==> config.mk <==
export PLATFORM = sky130hd
export DESIGN_NAME = memarray_seq
export DESIGN_NICKNAME = d
export VERILOG_FILES = /design/src/rtl/memarray_seq.sv
export SDC_FILE = /design/constraint.sdc
export NUM_CORES = 1
export LEC_CHECK = 0
export ABC_AREA = 1
export CAP_MARGIN = 20
export CORE_MARGIN = 5
export CORE_UTILIZATION = 48
export DETAILED_ROUTE_END_ITERATION = 6
export HOLD_SLACK_MARGIN = 0.05
export PLACE_DENSITY = 0.84
export SYNTH_ARGS = -nofsm -noshare
export SYNTH_HDL_FRONTEND = slang
export SYNTH_SLANG_ARGS = --single-unit
==> constraint.sdc <==
create_clock -name clk_sys_in -period 3.52 [get_ports clk_sys_in]
set_clock_uncertainty 0.1 [all_clocks]
set_input_delay 0.704 -clock clk_sys_in [delete_from_list [all_inputs] [get_ports clk_sys_in]]
set_output_delay 0.704 -clock clk_sys_in [all_outputs]
set_load 0.05 [all_outputs]
==> src/rtl/memarray_seq.sv <==
// memarray_seq: single-operation sequencer for the memristor array chip.
// Accepts one request (form/prog, read_mem, read_reg, inference), walks
// SETUP -> PULSE -> SAMPLE timed by one down-counter, captures bit_out
// and returns it on a valid/ready response channel.
// Ports:
//   clk_sys_in, rst_sys_in (sync, active-high)
//   req_*  : request channel (valid/ready, op, col, row, wdata)
//   rsp_*  : response channel (valid/ready, data)
//   busy   : sequencer not idle
//   CBL, CBLEN, CSL, CWL, instructions, addr_col, addr_row : chip pins
//   bit_out: chip data out, one bit per array
// Option: MEMARRAY_SEQ_SYNC_EN adds a 2-flop synchronizer on bit_out
// and stretches SAMPLE by 2 cycles to keep the same capture point.
module memarray_seq #(
  parameter int unsigned SetupCycles  = 2,
  parameter int unsigned PulseCycles  = 4,
  parameter int unsigned SampleCycles = 2
) (
  input  logic       clk_sys_in,
  input  logic       rst_sys_in,
  input  logic       req_valid,
  output logic       req_ready,
  input  logic [1:0] req_op,
  input  logic [4:0] req_col,
  input  logic [4:0] req_row,
  input  logic       req_wdata,
  output logic       rsp_valid,
  input  logic       rsp_ready,
  output logic [3:0] rsp_data,
  output logic       busy,
  output logic       CBL,
  output logic       CBLEN,
  output logic       CSL,
  output logic       CWL,
  output logic [1:0] instructions,
  output logic [4:0] addr_col,
  output logic [4:0] addr_row,
  input  logic [3:0] bit_out
);

`ifdef MEMARRAY_SEQ_SYNC_EN
  localparam int unsigned CW       = 5;
  localparam int unsigned SmpExtra = 2;
`else
  localparam int unsigned CW       = 4;
  localparam int unsigned SmpExtra = 0;
`endif

  localparam logic [CW-1:0] LdSetup  = CW'(SetupCycles - 1);
  localparam logic [CW-1:0] LdPulse  = CW'(PulseCycles - 1);
  localparam logic [CW-1:0] LdSample = CW'(SampleCycles - 1 + SmpExtra);

  if (SetupCycles < 1 || SetupCycles > 15 ||
      PulseCycles < 1 || PulseCycles > 15 ||
      SampleCycles < 1 || SampleCycles > 15) begin : g_bad_param
    $fatal(1, "memarray_seq: timing parameter out of range 1..15");
  end

  typedef enum logic [2:0] {
    S_IDLE, S_SETUP, S_PULSE, S_SAMPLE, S_RESP
  } state_t;

  state_t        r_state, w_nxt;
  logic [CW-1:0] r_cnt, w_cnt_nxt;

  logic       r_req_ready, r_busy, r_rsp_valid;
  logic       r_cbl, r_cblen, r_csl, r_cwl;
  logic [1:0] r_instr;
  logic [4:0] r_col, r_row;
  logic       r_wdata;
  logic [3:0] r_rsp_data;

  logic       w_accept, w_prog, w_wd, w_pulse, w_drive, w_capture;
  logic [3:0] w_bit;

`ifdef MEMARRAY_SEQ_SYNC_EN
  logic [3:0] r_sync1, r_sync2;

  always_ff @(posedge clk_sys_in) begin
    if (rst_sys_in) begin
      r_sync1 <= '0;
      r_sync2 <= '0;
    end else begin
      r_sync1 <= bit_out;
      r_sync2 <= r_sync1;
    end
  end

  assign w_bit = r_sync2;
`else
  assign w_bit = bit_out;
`endif

  always_ff @(posedge clk_sys_in) begin
    if (rst_sys_in) begin
      r_state <= S_IDLE;
      r_cnt   <= '0;
    end else begin
      r_state <= w_nxt;
      r_cnt   <= w_cnt_nxt;
    end
  end

  always_comb begin
    w_nxt     = r_state;
    w_cnt_nxt = r_cnt;
    unique case (r_state)
      S_IDLE: begin
        if (req_valid) begin
          w_nxt     = S_SETUP;
          w_cnt_nxt = LdSetup;
        end
      end
      S_SETUP: begin
        if (r_cnt == '0) begin
          w_nxt     = S_PULSE;
          w_cnt_nxt = LdPulse;
        end else begin
          w_cnt_nxt = r_cnt - CW'(1);
        end
      end
      S_PULSE: begin
        if (r_cnt == '0) begin
          w_nxt     = S_SAMPLE;
          w_cnt_nxt = LdSample;
        end else begin
          w_cnt_nxt = r_cnt - CW'(1);
        end
      end
      S_SAMPLE: begin
        if (r_cnt == '0) begin
          w_nxt = S_RESP;
        end else begin
          w_cnt_nxt = r_cnt - CW'(1);
        end
      end
      S_RESP: begin
        if (rsp_ready) w_nxt = S_IDLE;
      end
      default: w_nxt = S_IDLE;
    endcase
  end

  // Strobes are registered from the next state; on the accepting edge
  // the op/wdata come straight from the request, later from the latches.
  always_comb begin
    w_accept  = (r_state == S_IDLE) && req_valid;
    w_prog    = w_accept ? (req_op == 2'b11) : (r_instr == 2'b11);
    w_wd      = w_accept ? req_wdata : r_wdata;
    w_pulse   = (w_nxt == S_PULSE);
    w_drive   = w_prog && ((w_nxt == S_SETUP) || (w_nxt == S_PULSE));
    w_capture = (r_state == S_SAMPLE) && (r_cnt == '0);
  end

  always_ff @(posedge clk_sys_in) begin
    if (rst_sys_in) begin
      r_req_ready <= 1'b1;
      r_busy      <= 1'b0;
      r_rsp_valid <= 1'b0;
      r_cbl       <= 1'b0;
      r_cblen     <= 1'b0;
      r_csl       <= 1'b0;
      r_cwl       <= 1'b0;
      r_instr     <= '0;
      r_col       <= '0;
      r_row       <= '0;
      r_wdata     <= 1'b0;
      r_rsp_data  <= '0;
    end else begin
      r_req_ready <= (w_nxt == S_IDLE);
      r_busy      <= (w_nxt != S_IDLE);
      r_rsp_valid <= (w_nxt == S_RESP);
      r_csl       <= w_pulse;
      r_cwl       <= w_pulse;
      r_cblen     <= w_drive;
      r_cbl       <= w_drive && w_wd;
      if (w_accept) begin
        r_instr <= req_op;
        r_col   <= req_col;
        r_row   <= req_row;
        r_wdata <= req_wdata;
      end
      if (w_capture) begin
        r_rsp_data <= (r_instr == 2'b11) ? 4'b0000 : w_bit;
      end
    end
  end

  assign req_ready    = r_req_ready;
  assign busy         = r_busy;
  assign rsp_valid    = r_rsp_valid;
  assign rsp_data     = r_rsp_data;
  assign CBL          = r_cbl;
  assign CBLEN        = r_cblen;
  assign CSL          = r_csl;
  assign CWL          = r_cwl;
  assign instructions = r_instr;
  assign addr_col     = r_col;
  assign addr_row     = r_row;

endmodule
==> results.txt <==
H-tree depth: 2
Synth area leader: dfxtp_1
Worst-Margin Slew: 0.528 ns
RSZ-0062 raised after global routing: no
Ports: 44
Area contributors post-synth: dfxtp_1 47%, nor2_1 12%, nand2_1 10%
# diodes: 0
Seq pwr share: 37.4%
Top FF cell, synth: dfxtp_1
Max-slew headroom: 64.7%
Mapped Cells: 182
Tot GR Track Use: 19.3%
clk buf depth: 2
die width: 61.9 µm
register area share after synthesis: 46.5%
net load switching power: 427 µW
Peak Freq: 0.426 GHz
number of flops mapped to enable cells by yosys: 0
antenna violations before repair: 0
syn_nets: 204
Final nets: 249
Total Power: 1110 µW
TritonCTS Sinks: 30
DRT antenna net count: 0
post-synth cell types: 22
Max Fanout on Critical Path: 17
status: completed
layout cells sized above 1: 7.05%
final hold slack: 0.367 ns
TritonCTS clock tree: built
GPL Wtd Cong: 0.807
worst min path class: flop to flop
crit path capture type: flop
clock-pin slew on the worst setup and hold paths: 0.09 ns
Pwr Density: 614 mW/mm²
fin util: 71.9%
switch share: 38.3%
internal power: 687 µW
clk_lat worst skew: 0.33 ns
Initial Util: 51.2%
CP Data Arrival Time: 2.52 ns
Worst Path Class, Setup: input pin to flop
Hold Vio Cnt, Final: 0
area of the core: 0.00252 mm²
# rows: 18
Num CTS Buffers: 5
Die H: 61.9 µm
Residual DRC: 0
drt first-iter violations: 32
largest net degree at the start of global routing: 18
synthesis-to-finish area growth: 40.4%
clock share of power: 25.2%
Initial DRT Pass Iterations: 4
Die ar.: 0.00383 mm²
Mean Syn Cell Area: 7.09 µm²
PostCTS Resize Cnt: 0
root buffer cell: clkbuf_4
I/O Buffers: 43
Hold-fix buffers, CTS: 0
vias per inst: 5.04
vias in the first global route: 1284
Mapped Area: 0.00129 mm²
DP Wirelength: 2560 µm
MaxCap Viol Count: 0
Worst Setup Start Kind: input pin
Max VDD drop: 485 µV
Final Slew Violations: 0
postcts setup bufs: 0
period utilisation layout: 66.6%
Routed WL: 3370 µm
Final min period: 2.34 ns
wire length per cell: 13.1 µm
Worst Path Required: 3.70 ns
combinational power share: 37.4%
Leakage: 0.000788 µW
share of Yosys cell area claimed by the top area cell type: 46.5%
setup tns final: 0 ns
Synth top cells by count: 42 x nor2_1, 36 x nand2_1, 30 x dfxtp_1, 18 x inv_1, 16 x o21ai_0
Syn. warnings: 0
ys async rst share: 0%
top-count cell post-synth: nor2_1
first-pass GRT wire length: 5310 µm
Seq cells post-synth: 30
# setup viols final: 0
grt ovf: 0
via count: 1294
registers in the layout, indices dropped and copies added (netlist names):
name / flops
rsp_data: 4
r_wdata: 1
CBL: 1
req_ready: 1
addr_row: 5
CBLEN: 1
busy: 1
rsp_valid: 1
CWL: 1
r_cnt: 4
addr_col: 5
instructions: 2
r_state: 3
metrics by stage:
stage	std cells	setup slack, ns	area (µm²)
floorplan	182	1.82	1290
global placement	250	0.968	1730
detailed placement	250	0.860	1730
CTS	257	1.17	1810
global route	257	0.884	1810
finish	257	1.18	1810
placed cells by master (no fill, tap or decap), drive strengths merged:
cell           count
bufinv             1
clkbuf             6
nand2             38
nand4              1
clkdlybuf4s50     43
nand3b             1
o21ai             16
nand3             12
a21oi             10
dfxtp             30
nor3               2
ha                 1
nor2              46
inv               20
worst max-delay path: stages:
cell and delay, ns:
clkdlybuf4s50_1 0.50, inv_1 0.07, nor2_1 0.13, nand2_1 0.30, inv_1 0.42, nor2_1 0.09, nor2_1 0.09, o21ai_0 0.12
nor2_1 0.11
cell families (layout without fill, tap and decap cells):
| family | after synthesis | in the layout | synth area share, % |
|---|---|---|---|
| and+or+nand+nor | 100 | 100 | 34.3 |
| DFF | 30 | 30 | 46.5 |
| AOI/OAI and AO/OA | 26 | 26 | 10.1 |
| buffers and inverters | 25 | 70 | 8.14 |
| adders and majority gates | 1 | 1 | 0.969 |
power groups by stage:
stage	Sequential, µW	Clock (µW)	Combinational, µW
after detailed placement	423	0	414
final	417	280	417
after global routing	422	299	456
after CTS	416	283	418
after floorplan	521	0	193
after global placement	421	0	401
layer usage:
| layer | global-route usage, % | part of all wire, % | routed length, µm |
|---|---|---|---|
| met5 | 0 | 0 | 0 |
| met3 | 4.55 | 7.0 | 236 |
| met2 | 35.9 | 51 | 1730 |
| met1 | 19.8 | 40 | 1350 |
| met4 | 10.0 | 1.7 | 56 |
area by class of cell:
cell class | count | area (µm²)
Fill cell | 231 | 709
Clock inverter | 1 | 30.0
Timing Repair Buffer | 43 | 430
Inverter | 20 | 77.6
Tap cell | 30 | 37.5
Sequential cell | 30 | 601
Multi-Input combinational cell | 127 | 586
Clock buffer | 6 | 51.3
path summary, 6_finish.rpt:
path | startpoint | end | slack [ns] | depth (start not counted)
setup / recovery | req_valid | CBL$_SDFF_PP0_ | 1.18 | 9
hold reg to reg | rsp_data[2]$_SDFFE_PP0P_ | rsp_data[2]$_SDFFE_PP0P_ | 0.37 | 2
hold / removal | rsp_data[2]$_SDFFE_PP0P_ | rsp_data[2]$_SDFFE_PP0P_ | 0.37 | 2
setup reg to reg | r_state[0]$_SDFF_PP0_ | CBL$_SDFF_PP0_ | 1.64 | 7
No activity file was read; power rests on OpenSTA's default activity.
